--- src/rtl/sa_ram_fifo_ctrl_60x84_pkg.sv ---
// Shared constants and pointer helper for the 60x84 RAM-backed FIFO controller.
package sa_ram_fifo_ctrl_60x84_pkg;
  localparam int DEPTH      = 60;
  localparam int WIDTH      = 84;
  localparam int AW         = 6;
  localparam int OBUF_DEPTH = 3;
  localparam int OBUF_CW    = 2;
  localparam int OCC_W      = 7;

  typedef logic [WIDTH-1:0] data_t;
  typedef logic [AW-1:0]    ptr_t;

  // DEPTH is not a power of two, so pointers wrap explicitly.
  function automatic ptr_t ptr_wrap(input ptr_t ptr);
    return (ptr == ptr_t'(DEPTH - 1)) ? '0 : ptr + ptr_t'(1);
  endfunction
endpackage

--- src/rtl/sa_ram_fifo_ctrl_60x84_obuf.sv ---
// Small shift-register output FIFO; head is always entry 0, no bypass path.
module sa_fifo_obuf
  import sa_ram_fifo_ctrl_60x84_pkg::*;
#(
  parameter int NUM_ENT = OBUF_DEPTH,
  parameter int CW      = OBUF_CW
) (
  input  logic          clk,
  input  logic          rst,
  input  logic          push,
  input  data_t         din,
  input  logic          pop,
  output data_t         dout,
  output logic [CW-1:0] cnt
);
  data_t [NUM_ENT-1:0] mem_q, mem_d;
  logic  [CW-1:0]      cnt_q, cnt_d, wr_idx;

  always_comb begin
    mem_d  = mem_q;
    wr_idx = cnt_q - CW'(pop);
    if (pop)
      for (int i = 0; i < NUM_ENT - 1; i++) mem_d[i] = mem_q[i+1];
    // Tail write lands after the shift so push+pop keeps order.
    if (push)
      for (int i = 0; i < NUM_ENT; i++)
        if (wr_idx == CW'(i)) mem_d[i] = din;
    cnt_d = cnt_q + CW'(push) - CW'(pop);
  end

  always_ff @(posedge clk or posedge rst) begin
    if (rst) begin
      mem_q <= '0;
      cnt_q <= '0;
    end else begin
      mem_q <= mem_d;
      cnt_q <= cnt_d;
    end
  end

  assign dout = mem_q[0];
  assign cnt  = cnt_q;

  a_no_overflow: assert property (@(posedge clk) disable iff (rst)
    !(push && !pop && cnt_q == CW'(NUM_ENT)));
  a_no_underflow: assert property (@(posedge clk) disable iff (rst)
    !(pop && cnt_q == '0));
endmodule

--- src/rtl/sa_ram_fifo_ctrl_60x84.sv ---
// valid/ready FIFO controller around a 2-port RAM with 2-cycle read latency.
module sa_ram_fifo_ctrl_60x84
  import sa_ram_fifo_ctrl_60x84_pkg::*;
(
  input  logic             clk,
  input  logic             rst,
  input  logic             wr_pvld,
  output logic             wr_prdy,
  input  logic [WIDTH-1:0] wr_pd,
  output logic             rd_pvld,
  input  logic             rd_prdy,
  output logic [WIDTH-1:0] rd_pd,
  output logic [OCC_W-1:0] occ,
  output logic [AW-1:0]    ram_wa,
  output logic             ram_we,
  output logic [WIDTH-1:0] ram_di,
  output logic [AW-1:0]    ram_ra,
  output logic             ram_re,
  output logic             ram_ore,
  input  logic [WIDTH-1:0] ram_dout,
  output logic             ram_byp_sel,
  output logic [WIDTH-1:0] ram_dbyp,
  input  logic [31:0]      pwrbus_ram_pd_in,
  output logic [31:0]      ram_pwrbus_ram_pd
);
  ptr_t               wr_ptr_q, wr_ptr_d, rd_ptr_q, rd_ptr_d;
  logic [AW-1:0]      ram_cnt_q, ram_cnt_d;
  logic [2:1]         vld_pipe_q, vld_pipe_d;
  logic [OBUF_CW-1:0] obuf_cnt;
  logic [2:0]         credit_used;
  logic               push, pop, issue;

  assign wr_prdy = (ram_cnt_q != AW'(DEPTH));
  assign push    = wr_pvld & wr_prdy & ~rst;
  assign rd_pvld = (obuf_cnt != '0);
  assign pop     = rd_pvld & rd_prdy;

  // Reads in flight plus buffered words must leave room for the new one.
  assign credit_used = 3'(vld_pipe_q[1]) + 3'(vld_pipe_q[2]) + 3'(obuf_cnt) - 3'(pop);
  assign issue       = (ram_cnt_q != '0) && (credit_used < 3'(OBUF_DEPTH));

  always_comb begin
    wr_ptr_d   = push  ? ptr_wrap(wr_ptr_q) : wr_ptr_q;
    rd_ptr_d   = issue ? ptr_wrap(rd_ptr_q) : rd_ptr_q;
    ram_cnt_d  = ram_cnt_q + AW'(push) - AW'(issue);
    vld_pipe_d = {vld_pipe_q[1], issue};
  end

  always_ff @(posedge clk or posedge rst) begin
    if (rst) begin
      wr_ptr_q   <= '0;
      rd_ptr_q   <= '0;
      ram_cnt_q  <= '0;
      vld_pipe_q <= '0;
    end else begin
      wr_ptr_q   <= wr_ptr_d;
      rd_ptr_q   <= rd_ptr_d;
      ram_cnt_q  <= ram_cnt_d;
      vld_pipe_q <= vld_pipe_d;
    end
  end

  assign ram_we  = push;
  assign ram_wa  = wr_ptr_q;
  assign ram_di  = wr_pd;
  assign ram_re  = issue;
  assign ram_ra  = rd_ptr_q;
  assign ram_ore = vld_pipe_q[1];

  assign ram_byp_sel       = 1'b0;
  assign ram_dbyp          = '0;
  assign ram_pwrbus_ram_pd = pwrbus_ram_pd_in;

  assign occ = OCC_W'(ram_cnt_q) + OCC_W'(vld_pipe_q[1]) + OCC_W'(vld_pipe_q[2])
             + OCC_W'(obuf_cnt);

  sa_fifo_obuf u_obuf (
    .clk  (clk),
    .rst  (rst),
    .push (vld_pipe_q[2]),
    .din  (ram_dout),
    .pop  (pop),
    .dout (rd_pd),
    .cnt  (obuf_cnt)
  );

  a_no_push_full: assert property (@(posedge clk) disable iff (rst)
    !(ram_we && ram_cnt_q == AW'(DEPTH)));
  a_no_re_empty: assert property (@(posedge clk) disable iff (rst)
    !(ram_re && ram_cnt_q == '0));
endmodule
--- config.mk ---
export PLATFORM = sky130hd
export DESIGN_NAME = sa_ram_fifo_ctrl_60x84
export DESIGN_NICKNAME = d
export VERILOG_FILES = /design/src/rtl/sa_ram_fifo_ctrl_60x84_pkg.sv /design/src/rtl/sa_ram_fifo_ctrl_60x84_obuf.sv /design/src/rtl/sa_ram_fifo_ctrl_60x84.sv
export SDC_FILE = /design/constraint.sdc
export NUM_CORES = 1
export LEC_CHECK = 0
export ABC_AREA = 1
export CAP_MARGIN = 25
export CELL_PAD_IN_SITES_DETAIL_PLACEMENT = 0
export CELL_PAD_IN_SITES_GLOBAL_PLACEMENT = 1
export CORE_ASPECT_RATIO = 1.75
export CORE_MARGIN = 2
export CORE_UTILIZATION = 36
export CTS_CLUSTER_DIAMETER = 60
export DETAILED_ROUTE_END_ITERATION = 12
export GPL_TIMING_DRIVEN = 0
export PLACE_DENSITY = 0.86
export REMOVE_ABC_BUFFERS = 1
export SLEW_MARGIN = 20
export SYNTH_ARGS = -nofsm -noshare
export SYNTH_HDL_FRONTEND = slang
export SYNTH_HIERARCHICAL = 1
export SYNTH_SLANG_ARGS = --single-unit
--- constraint.sdc ---
create_clock -name clk -period 21.1 [get_ports clk]
set_input_delay 3.165 -clock clk [delete_from_list [all_inputs] [get_ports clk]]
set_output_delay 3.165 -clock clk [all_outputs]
set_load 0.03 [all_outputs]
==> results.py <==
metrics = {
    "route": {
        "drtIter0Drc": 1131,
        "wl_um": 61660,
        "drc": 0,
        "vias": 12946,
        "avgRoutedWirePerCell_um": 23.33,
        "firstDrtPassIters": 5,
        "drt.antenna.violating_nets": 0,
        "viasPerCell": 4.898,
    },
    "logic_synthesis": {
        "synthArstFlopShare_pct": 100.0,
        "yosys_warnings": 6,
        "seq_area_frac_synth_pct": 42.65,
        "synth_simple_gate_area_share_pct": 22.70,
        "ys_top_cells_by_area": "dfrtp_1 (43%), nand2_1 (15%), buf_4 (14%)",
        "synth.avg_cell_area_um2": 7.561,
        "synth_top_area_cell": "dfrtp_1",
        "syn_inst": 2126,
        "synth_top_family_by_area": "buffers and inverters",
        "synth.area.mux_share_pct": 0,
        "syn_area_mm2": 0.01608,
        "synth_seq_cells": 274,
        "synth.most_common_cell": "nand2_1",
        "synth_flop_cell": "dfrtp_1",
        "synth_xor_xnor_area_share_pct": 0.6538,
        "synth_compound_area_share_pct": 8.157,
        "ys_types": 32,
        "synth_edf_count": 0,
        "synth_top_area_share_pct": 42.65,
        "ys_top_cells_by_count": "nand2_1 (647), buf_4 (292), inv_1 (290), dfrtp_1 (274), o21ai_0 (253)",
        "synth_fa_ha_area_share_pct": 2.179,
    },
    "worst_setup_path": {
        "cp_cell_sequence": "clkdlybuf4s50_1 -> o21a_4 -> ha_1 -> fa_1 -> inv_1 -> fa_1 -> nand2_1 -> nand3_4 -> nor2_8 -> clkdlybuf4s50_1",
        "cp_max_fo": 43,
        "cp.arrival_ps": 6510,
        "worstSetupEndpointType": "primary output",
        "path_buf_inv": 3,
        "max_stage_delay_ps": 710,
        "critical-path-top-delay-family": "buffers and inverters",
        "crit_required_ps": 17940,
        "slowest_stage": "clkdlybuf4s50_1",
        "worstSetupPathType": "in -> out",
        "cp-start-kind": "primary input",
    },
    "place": {
        "dp_hpwl_um": 45880,
        "place_area_mm2": 0.01699,
        "port_buffers": 195,
        "dpl_worst_slack_ps": 11400,
        "placedCellCount": 2594,
        "gp_congestion": 0.8754,
    },
    "sta": {
        "period_share_pct": 45.87,
        "skew_ps": 13.44,
        "hold_viol": 0,
        "slew_headroom_pct": 43.15,
        "fmax_ghz": 0.1033,
        "final.setup.worst_slack_ps": 11420,
        "worstMarginPinSlew_ps": 851.8,
        "rsz0062_at_grt": "false",
        "tns_ps": 0,
        "setup_viol": 0,
        "drv_slew": 0,
        "holdWs_ps": 480.4,
        "period_minus_slack_ps": 9679,
    },
    "floorplan": {
        "rows": 102,
        "die_h_um": 283.5,
        "die-area_mm2": 0.04643,
        "io_pins": 513,
        "initial_core_util_pct": 36.40,
        "die_w_um": 163.7,
        "core_mm2": 0.04416,
    },
    "cts": {
        "hold_buffers": 0,
        "ctsResizeCount": 0,
        "cts.sink_count": 274,
        "root_buffer": "clkbuf_16",
        "h-tree-depth": 1,
        "post_cts_buffers": 0,
        "clk_pin_slew_worst_paths_ps": 60,
        "clockBufferDepth": 3,
        "numCtsBuffers": 28,
        "clock_latency_ps": 570,
        "cts_tree": "yes",
    },
    "power": {
        "p_seq_share_pct": 30.1,
        "vdd_drop_max_mv": 0.2405,
        "swShare_pct": 46.60,
        "power_density_mw_per_mm2": 169.3,
        "internal_power_mw": 1.619,
        "power.total_mw": 3.032,
        "p_sw_mw": 1.413,
        "p_leak_nw": 9.032,
        "comb_power_share_pct": 53.1,
        "pwr-share-clk_pct": 16.9,
    },
    "global_route": {
        "grt_pass1_vias": 11955,
        "grt_overflow": 0,
        "track_usage_pct": 26.14,
        "grt_pass1_wl_um": 87540,
        "grt-busiest-layer": "met2",
        "grt_max_degree": 102,
        "met3_usage_pct": 20.43,
        "grt_use_met2_pct": 41.80,
        "met1_usage_pct": 23.41,
        "antenna_found_initial": 0,
    },
    "layout": {
        "finalNetCount": 2281,
        "fill_cells": 4482,
        "layout-drive-gt1-share_pct": 4.249,
        "final_cells": 2643,
        "area_delta_synth_final_pct": 11.40,
        "postLayoutCoreUtil_pct": 40.56,
        "n_antenna_cell": 0,
        "final_area_mm2": 0.01791,
        "seq_area_mm2": 0.006860,
        "multi_input_area_mm2": 0.005794,
    },
    "status": {
        "status": "completed",
    },
    "run": {
        "drv_cap": 0,
    },
    "hold_path": {
        "min_path_type": "reg -> reg",
    },
}
-- power by group through the flow --
stage / clock network, mW / registers, mW / logic, mW
6_report: 0.511 / 0.911 / 1.61
5_1_grt: 0.546 / 0.939 / 1.78
4_1_cts: 0.526 / 0.910 / 1.62
3_5_place_dp: 0 / 0.918 / 1.61
3_3_place_gp: 0 / 0.940 / 1.50
2_1_floorplan: 0 / 1.04 / 0.832
-- worst reg2reg max path, cell delays in order, from the launching register on --
cell and delay [ps]:
dfrtp_1 640, o21a_4 530, ha_1 350, fa_1 360
inv_1 90, fa_1 420, nand2_1 130, nand3_4 110
nor2_8 240, ha_1 180, inv_1 40, ha_1 250
fa_1 440, nand3_1 110, nand2_1 70, xor2_1 140
-- registers in the layout, indices dropped and copies added (netlist names) --
name	flops
u_obuf/dout	84
u_obuf/mem_q	168
ram_wa	6
ram_cnt_q	6
ram_ra	6
u_obuf/cnt	2
vld_pipe_q	2
-- placed cells by master, fill, tap and decap left out, drive strengths merged --
cell type	netlist	layout
a21oi	4	4
and2	1	1
buf	353	22
bufinv	0	1
clkbuf	52	44
clkdlybuf4s50	0	195
clkinv	0	2
conb	1	85
dfrtp	274	274
fa	5	5
ha	20	20
inv	295	297
nand2	650	650
nand3	103	103
nand3b	1	1
nand4	85	85
nor2	11	11
nor3	2	2
o21a	1	1
o21ai	255	255
o21bai	1	1
xnor2	5	5
xor2	7	7
-- routing by layer --
metal / wire (µm) / up-vias
li1: - / 6067
met1: 17840 / 5942
met2: 28430 / 797
met3: 11390 / 130
met4: 3521 / 10
met5: 481 / -
-- final timing paths --
| kind | end | startpoint | cells past startpoint | slack [ps] |
|---|---|---|---|---|
| worst min register to register | vld_pipe_q[2]$_DFF_PP0_ | vld_pipe_q[1]$_DFF_PP0_ | 0 | 480 |
| min in group asynchronous | u_obuf/cnt[0]$_DFF_PP0_ | rst | 2 | 3140 |
| worst min-delay path | vld_pipe_q[2]$_DFF_PP0_ | vld_pipe_q[1]$_DFF_PP0_ | 0 | 480 |
| worst max register to register | ram_cnt_q[4]$_DFF_PP0_ | u_obuf/cnt[1]$_DFF_PP0_ | 15 | 16900 |
| worst max-delay path | ram_re | rd_prdy | 10 | 11420 |
| max in group asynchronous | u_obuf/mem_q[95]$_DFF_PP0_ | rst | 3 | 17020 |
-- cell type report --
| type | instances | area share, % |
|---|---|---|
| sequential | 274 | 38.31 |
| multi-input combinational | 1236 | 32.36 |
| timing repair buffer | 217 | 13.90 |
| inverter | 295 | 6.281 |
| clock buffer | 44 | 4.814 |
| tap | 572 | 3.996 |
| clock inverter | 5 | 0.3423 |
-- cells by family (layout without fill, tap and decap cells) --
family,Yosys count,after routing
fa+ha+maj,25,25
xor+xnor,12,12
flops,274,274
simple gates,853,853
other cells,1,85
buf+inv,700,561
compound gates,261,261
Power figures use the tool's default switching activity.
